<file path="src/rtl/line_step_sequencer_pkg.sv">
// Shared types for the line step sequencer: FSM state encoding and default operand width.
package line_step_sequencer_pkg;

  localparam int LSS_NUM_BITS_DEFAULT = 16;

  typedef enum logic [2:0] {
    LSS_IDLE    = 3'd0,
    LSS_CALC    = 3'd1,
    LSS_TRIGGER = 3'd2,
    LSS_WAIT    = 3'd3,
    LSS_FINISH  = 3'd4
  } line_step_seq_state_t;

endpackage

</file>
<file path="src/rtl/bresenham_step_calc.sv">
// One Bresenham iteration: decides which axes step this iteration and the updated error term.
module bresenham_step_calc
  import line_step_sequencer_pkg::*;
#(
  parameter int NUM_BITS = LSS_NUM_BITS_DEFAULT
) (
  input  logic signed [NUM_BITS+1:0] err,
  input  logic        [NUM_BITS-1:0] adx,
  input  logic        [NUM_BITS-1:0] ady,
  output logic                       step_x,
  output logic                       step_y,
  output logic signed [NUM_BITS+1:0] err_next
);

  localparam int EW = NUM_BITS + 2;

  logic signed [EW-1:0] w_e2;
  logic signed [EW-1:0] w_adx;
  logic signed [EW-1:0] w_ady;
  logic signed [EW-1:0] w_add;
  logic signed [EW-1:0] w_sub;

  // err stays within [-ady, adx], so doubling it cannot overflow EW bits
  assign w_e2     = {err[EW-2:0], 1'b0};
  assign w_adx    = $signed({2'b00, adx});
  assign w_ady    = $signed({2'b00, ady});
  assign step_x   = (w_e2 > -w_ady);
  assign step_y   = (w_e2 < w_adx);
  assign w_add    = step_y ? w_adx : {EW{1'b0}};
  assign w_sub    = step_x ? w_ady : {EW{1'b0}};
  assign err_next = err + w_add - w_sub;

endmodule

</file>
<file path="src/rtl/line_step_sequencer.sv">
// Bresenham line sequencer: issues one trigger per axis per iteration and waits for both
// stepper controllers to go idle before computing the next iteration.
module line_step_sequencer
  import line_step_sequencer_pkg::*;
#(
  parameter int NUM_BITS = LSS_NUM_BITS_DEFAULT
) (
  input  logic                clk,
  input  logic                reset,
  input  logic                clk_en,
  input  logic                start,
  input  logic [NUM_BITS-1:0] dx,
  input  logic [NUM_BITS-1:0] dy,
  input  logic                x_working,
  input  logic                y_working,
  output logic                x_trigger,
  output logic                y_trigger,
  output logic                x_dir,
  output logic                y_dir,
  output logic                busy,
  output logic                done
);

  localparam int EW = NUM_BITS + 2;
  localparam logic [NUM_BITS-1:0] ONE  = {{(NUM_BITS-1){1'b0}}, 1'b1};
  localparam logic [NUM_BITS-1:0] ZERO = {NUM_BITS{1'b0}};

  line_step_seq_state_t r_state;
  logic [NUM_BITS-1:0]  r_adx;
  logic [NUM_BITS-1:0]  r_ady;
  logic [NUM_BITS-1:0]  r_iter;
  logic signed [EW-1:0] r_err;
  logic                 r_x_trigger;
  logic                 r_y_trigger;
  logic                 r_x_dir;
  logic                 r_y_dir;
  logic                 r_busy;
  logic                 r_done;

  logic [NUM_BITS-1:0]  w_adx_in;
  logic [NUM_BITS-1:0]  w_ady_in;
  logic [NUM_BITS-1:0]  w_iter_init;
  logic signed [EW-1:0] w_err_init;
  logic                 w_step_x;
  logic                 w_step_y;
  logic signed [EW-1:0] w_err_next;

  // Unsigned magnitude keeps |-2^(N-1)| representable as 2^(N-1)
  assign w_adx_in    = dx[NUM_BITS-1] ? (~dx + ONE) : dx;
  assign w_ady_in    = dy[NUM_BITS-1] ? (~dy + ONE) : dy;
  assign w_iter_init = (w_adx_in > w_ady_in) ? w_adx_in : w_ady_in;
  assign w_err_init  = $signed({2'b00, w_adx_in}) - $signed({2'b00, w_ady_in});

  bresenham_step_calc #(
    .NUM_BITS (NUM_BITS)
  ) u_step_calc (
    .err      (r_err),
    .adx      (r_adx),
    .ady      (r_ady),
    .step_x   (w_step_x),
    .step_y   (w_step_y),
    .err_next (w_err_next)
  );

  // Sequencer FSM with registered Moore outputs
  always_ff @(posedge clk) begin
    if (reset) begin
      r_state     <= LSS_IDLE;
      r_adx       <= ZERO;
      r_ady       <= ZERO;
      r_iter      <= ZERO;
      r_err       <= {EW{1'b0}};
      r_x_trigger <= 1'b0;
      r_y_trigger <= 1'b0;
      r_x_dir     <= 1'b0;
      r_y_dir     <= 1'b0;
      r_busy      <= 1'b0;
      r_done      <= 1'b0;
    end else if (clk_en) begin
      case (r_state)
        LSS_IDLE: begin
          if (start) begin
            r_adx   <= w_adx_in;
            r_ady   <= w_ady_in;
            r_iter  <= w_iter_init;
            r_err   <= w_err_init;
            r_x_dir <= dx[NUM_BITS-1];
            r_y_dir <= dy[NUM_BITS-1];
            r_busy  <= 1'b1;
            r_state <= LSS_CALC;
          end
        end
        LSS_CALC: begin
          if (r_iter == ZERO) begin
            r_done  <= 1'b1;
            r_state <= LSS_FINISH;
          end else begin
            r_x_trigger <= w_step_x;
            r_y_trigger <= w_step_y;
            r_err       <= w_err_next;
            r_iter      <= r_iter - ONE;
            r_state     <= LSS_TRIGGER;
          end
        end
        LSS_TRIGGER: begin
          r_x_trigger <= 1'b0;
          r_y_trigger <= 1'b0;
          r_state     <= LSS_WAIT;
        end
        LSS_WAIT: begin
          if (!x_working && !y_working) begin
            r_state <= LSS_CALC;
          end
        end
        LSS_FINISH: begin
          r_done  <= 1'b0;
          r_busy  <= 1'b0;
          r_state <= LSS_IDLE;
        end
        default: begin
          r_x_trigger <= 1'b0;
          r_y_trigger <= 1'b0;
          r_busy      <= 1'b0;
          r_done      <= 1'b0;
          r_state     <= LSS_IDLE;
        end
      endcase
    end
  end

  assign x_trigger = r_x_trigger;
  assign y_trigger = r_y_trigger;
  assign x_dir     = r_x_dir;
  assign y_dir     = r_y_dir;
  assign busy      = r_busy;
  assign done      = r_done;

endmodule

</file>
<file path="config.mk">
export PLATFORM = sky130hd
export DESIGN_NAME = line_step_sequencer
export DESIGN_NICKNAME = d
export VERILOG_FILES = /design/src/rtl/line_step_sequencer_pkg.sv /design/src/rtl/bresenham_step_calc.sv /design/src/rtl/line_step_sequencer.sv
export SDC_FILE = /design/constraint.sdc
export NUM_CORES = 1
export LEC_CHECK = 0
export CAP_MARGIN = 20
export CORE_MARGIN = 2
export CORE_UTILIZATION = 48
export DETAILED_ROUTE_END_ITERATION = 10
export GPL_TIMING_DRIVEN = 0
export PLACE_DENSITY_LB_ADDON = 0.1
export SLEW_MARGIN = 20
export SYNTH_ARGS = -nofsm -noshare
export SYNTH_HDL_FRONTEND = slang
export SYNTH_HIERARCHICAL = 1
export SYNTH_SLANG_ARGS = --single-unit
</file>
<file path="constraint.sdc">
create_clock -name clk -period 10 [get_ports clk]
set_input_delay 1 -clock clk [delete_from_list [all_inputs] [get_ports clk]]
set_output_delay 1 -clock clk [all_outputs]
set_load 0.05 [all_outputs]
</file>
# Yosys cells after proc, flatten, opt, wreduce, memory -nomap -nowiden
# Cells that the tools add are included.
dict set report classes {
  n_addsub 7
  order_cmp 3
  n_eq_ne 8
  muxes 23
  bitwise_logic 5
  n_reduce_logical 15
}
# cell n
set op_table {}
lappend op_table {{$mux W16} 7}
lappend op_table {{$mux W18} 2}
lappend op_table {{$pmux W18 S2} 1}
lappend op_table {{$add A16 B1 Y16 const B} 2}
lappend op_table {{$not A16 Y16} 2}
lappend op_table {{$pmux W16 S2} 1}
lappend op_table {{$add A18 B18 Y18} 1}
lappend op_table {{$gt A18 B18 Y1} 1}
lappend op_table {{$lt A18 B17 Y1} 1}
lappend op_table {{$neg A16 Y18} 1}
lappend op_table {{$sub A18 B18 Y18} 1}
lappend op_table {{$sub A16 B16 Y17} 1}
lappend op_table {{$gt A16 B16 Y1} 1}
lappend op_table {{$logic_not A16 Y1} 1}
lappend op_table {{$sub A16 B1 Y16 const B} 1}
lappend op_table {{$reduce_and A3 Y1} 5}
lappend op_table {{$pmux W3 S4} 1}
lappend op_table {{$mux W3} 3}
lappend op_table {{$reduce_or A3 Y1} 3}
lappend op_table {{$ne A2 B2 Y1 const B} 4}
lappend op_table {{$pmux W1 S2} 4}
lappend op_table {{$eq A3 B2 Y1 const B} 2}
lappend op_table {{$mux W1} 4}
lappend op_table {{$reduce_and A4 Y1} 1}
lappend op_table {{7 further kinds} 10}
dict set report word_totals {
  ff_bits 75
  elab_cells 72
}

# Depth between registers and ports, before layout
dict set report depth {
  depth_word 7
  ltp_mapped 26
  depth_no_buf 25
}

# Modules after synthesis
# The synthesis kept the hierarchy.
# module instances cells_each area_each_um2
set modules_own_cells {}
lappend modules_own_cells {line_step_sequencer 1 644 5108.6}
lappend modules_own_cells {bresenham_step_calc 1 375 2658.8}

# Worst setup path before layout
# OpenSTA, ideal clock, no wires.
dict set report synth_timing {
  kind {register -> register}
  from {register r_ady[7]}
  to {register r_err[17]}
  arrival_ps 4912
  required_time_ps 9914
  setup_slack_ps 5002
  stages_incl_launch_ff 24
  path_buffers 2
  synth_period_minus_slack_ps 4998
  path_cell_list {dfxtp_1 or3_4 or4_4 nor4_4 xor2_1 ha_1 nand4_1 nor4_1 a21oi_1 clkbuf_1 nand2_1 nor2_1 fa_1 inv_1 ha_1 clkbuf_1 o21a_1 o21a_1 o21ai_0 a41oi_1 o221a_2 xnor2_1 nand2_1 a211oi_1}
}
dict set report synth_between {
  elab_chain_len 6
}
# item line_no
set synth_lines {}
lappend synth_lines {{start, declared} line_step_sequencer.sv:30} ;# logic [NUM_BITS-1:0] r_ady;
lappend synth_lines {{start signal, assigned} line_step_sequencer.sv:84} ;# r_ady <= w_ady_in;
lappend synth_lines {{$neg A16 Y18} bresenham_step_calc.sv:27} ;# assign step_x = (w_e2 > -w_ady);
lappend synth_lines {{$gt A18 B18 Y1} bresenham_step_calc.sv:27}
lappend synth_lines {{$mux W16 (*)} bresenham_step_calc.sv:30} ;# assign w_sub = step_x ? w_ady : {EW{1'b0}};
lappend synth_lines {{$sub A18 B18 Y18 (*)} bresenham_step_calc.sv:31} ;# assign err_next = err + w_add - w_sub;
lappend synth_lines {{named net w_err_next[17]} line_step_sequencer.sv:46} ;# logic signed [EW-1:0] w_err_next;
lappend synth_lines {{$mux W18 (*)} line_step_sequencer.sv:94} ;# if (r_iter == ZERO) begin
lappend synth_lines {{$pmux W18 S2 (*)} line_step_sequencer.sv:80} ;# case (r_state)
lappend synth_lines {{end signal, assigned} line_step_sequencer.sv:72} ;# r_err <= {EW{1'b0}};
lappend synth_lines {{end signal, assigned} line_step_sequencer.sv:86} ;# r_err <= w_err_init;
lappend synth_lines {{end signal, assigned} line_step_sequencer.sv:100} ;# r_err <= w_err_next;
lappend synth_lines {{end, declared} line_step_sequencer.sv:32} ;# logic signed [EW-1:0] r_err;
# Mark *: on every way through the listed nets, which the timed path passes. The rest lies on a longest branch. The select of a mux whose other input is x is not followed.
# A chain may end at the register's enable or synchronous reset.

# Worst setup path in the final report
dict set report layout_timing {
  from {register r_ady[3]}
  to {register r_err[14]}
}
# Same word-level chain as after synthesis.

==> metrics <==
Final Hold Fails=0; Layout Utilization=between 50% and 60%; # setup viols final=0; total core area=between 0.015 and 0.02 sq mm; synthesized area per cell=7.622 sq um; mapped cell area=0.007675 sq mm; antenna violation net count after detailed routing=0; total wire length=around 23,000 um; die span in x=130.5 um; FP Rows=46; Longest Clk Path Bufs=2; multi-input logic area=approximately 0.0056 sq mm; Reg clk slew, reported paths=0.07 ns; worst endpoint data arrival time=between 6 and 7 ns; Crit Reg-Reg Startpoint=r_ady[3]; GR Overflow Total=0; Starting DRT DRC Count=around 560; Initial DRT Pass Iterations=5; first-pass GRT wire length=36,650 um; CTS tree=built; Inserted Clock Buffers=9; Final nets=between 1,000 and 1,500; power density over cell area=a little over 200 mW/mm^2; M1 GR Usage=a little under two fifths; vias in the first global route=roughly 7,000; DP Worst Slack=approximately 3.8 ns; Cells after Synth=between 1,000 and 1,500; Reg2Reg Setup Slack=between 3 and 4 ns; Period minus WS final=around 6.3 ns; largest fanout on the critical path=10; Post-DP HPWL=19,090 um; Worst Skew=between 0.009 and 0.01 ns; Leak=approximately 3.6 nW; worst vdd ir=around 0.083 mV; post-DR vias/cell=5.815; die area=~0.017 sq mm; routing usage on met3=2.647%; Worst Setup End Kind=flop; post_cts resized=0; drt wl/cell=18.15 um; Final Cycle Share=between 60% and 70%; Final GP Congestion=~0.95; Hold Crit Start=x_dir; Ant. Diodes=0; Skew-Pair Late Insertion Delay=0.34 ns; # DRC=0; Worst Hold Path EP=x_dir; Die Y-Extent=roughly 130 um; outcome=completed; WHS=0.4562 ns; # IOs=44; Post CTS Setup Buffer Count=0; Port-buffer cells=41; Register-to-Register Path Depth=25; clk root buf=clkbuf_16; RSZ-0062 raised after global routing=no; total power=0.001766 W; Most Crowded Layer GR=met2; # H-tree levels=3; syn_nets=roughly 1,100; M2 GR Usage=46.97%; vias=between 7,000 and 8,000; Layout area overhead=12.80%; setup TNS=0 ns; hold-fix buffer count after cts=0; initial antenna violation count=0; hold depth=2; Ys Warns=6; Final Max Slew Viols=0; highest clock rate=around 0.16 GHz; RR Endpoint=r_err[14]; final worst slack=around 3.7 ns; HP Class=reg2reg; max-cap violations=0; largest net degree at the start of global routing=15; register area=around 0.0015 sq mm; fraction of layout cells with a size suffix above 1=between 7 and 8%; All-Layer GR Usage=about 28%; critical path type=reg2reg; relative max-transition margin=between 30 and 40%; Clock Sinks=between 70 and 80; CP Data Required Time=around 10 ns; CP Launch Type=flop; Worst-Margin Slew=around 0.91 ns; fill count=between 1,500 and 2,000; Initial Util=about half
==> flip-flops by register name, summed over array words and instances, names as in the netlist <==
register,cells
y_dir,1
r_err,17
r_ady,16
r_adx,16
r_state,3
done,1
r_iter,16
x_dir,1
x_trigger,1
busy,1
y_trigger,1
==> worst max-delay path by stage <==
stage / startpoint / end / cells after the start
final: r_ady[3] / r_err[14] / 25
after global routing: r_ady[3] / r_err[14] / 25
after CTS: r_ady[3] / r_err[14] / 25
after detailed placement: r_ady[3] / r_err[14] / 25
after global placement: r_ady[5] / r_err[14] / 25
after floorplan: r_ady[7] / r_err[14] / 23
==> worst max-delay path, stage by stage, from the launching register on <==
cell and delay [ns]:
dfxtp_1 0.37, nor4_2 0.31, nand2_1 0.17, nor4_1 0.58, nand2_1 0.20, xnor2_1 0.18
ha_1 0.29, nand4_1 0.20, nor4_1 0.08, a21oi_1 0.51, clkbuf_1 0.41, nand2_1 0.09
nor2_1 0.18, ha_1 0.26, inv_1 0.06, ha_1 0.20, inv_1 0.07, fa_1 0.41
nor2b_1 0.17, o31a_1 0.23, o31ai_1 0.11, a21boi_1 0.35, o2111ai_1 0.16, o211ai_1 0.21
a21oi_1 0.12, a311oi_1 0.28
==> cell type report <==
cell class | count | area share (%)
tap | 216 | 3.122
clock buffer | 9 | 2.602
timing repair buffer | 41 | 4.741
multi-input combinational | 784 | 64.75
sequential | 74 | 17.11
clock inverter | 7 | 0.8816
buffer | 47 | 2.370
inverter | 102 | 4.423
==> per-stage QoR <==
| stage | cell area, sq um | std cells |
|---|---|---|
| CTS | 8657 | 1280 |
| floorplan | 7675 | 1007 |
| global route | 8657 | 1280 |
| global placement | 8356 | 1264 |
| finish | 8657 | 1280 |
| detailed placement | 8356 | 1264 |
==> cells in the final DEF (no fill, tap or decap), types with 24 or more instances in the layout <==
master           instances
o211ai_1                24
a211oi_1                40
nor2_1                 130
ha_1                    68
dfxtp_1                 74
clkdlybuf4s50_1         41
clkbuf_1                28
nand2_1                 91
nor3_1                  24
xnor2_1                 24
a21oi_1                 51
o21ai_0                 34
inv_1                  102
xor2_1                  32
==> where the power goes <==
group          switching [W]  internal [W]  total, W
clock               0.000139      0.000195  0.000334
sequential         0.0000437      0.000329  0.000373
combinational       0.000647      0.000412   0.00106
==> layer usage <==
metal	share of wire (%)	routed length [um]	up-vias
met5	0	0	-
met4	3.4	784	0
met3	5.2	1207	37
met2	46	10600	232
met1	46	10640	3463
li1	-	-	3711
Note: power is estimated with default switching activity, not from simulation.
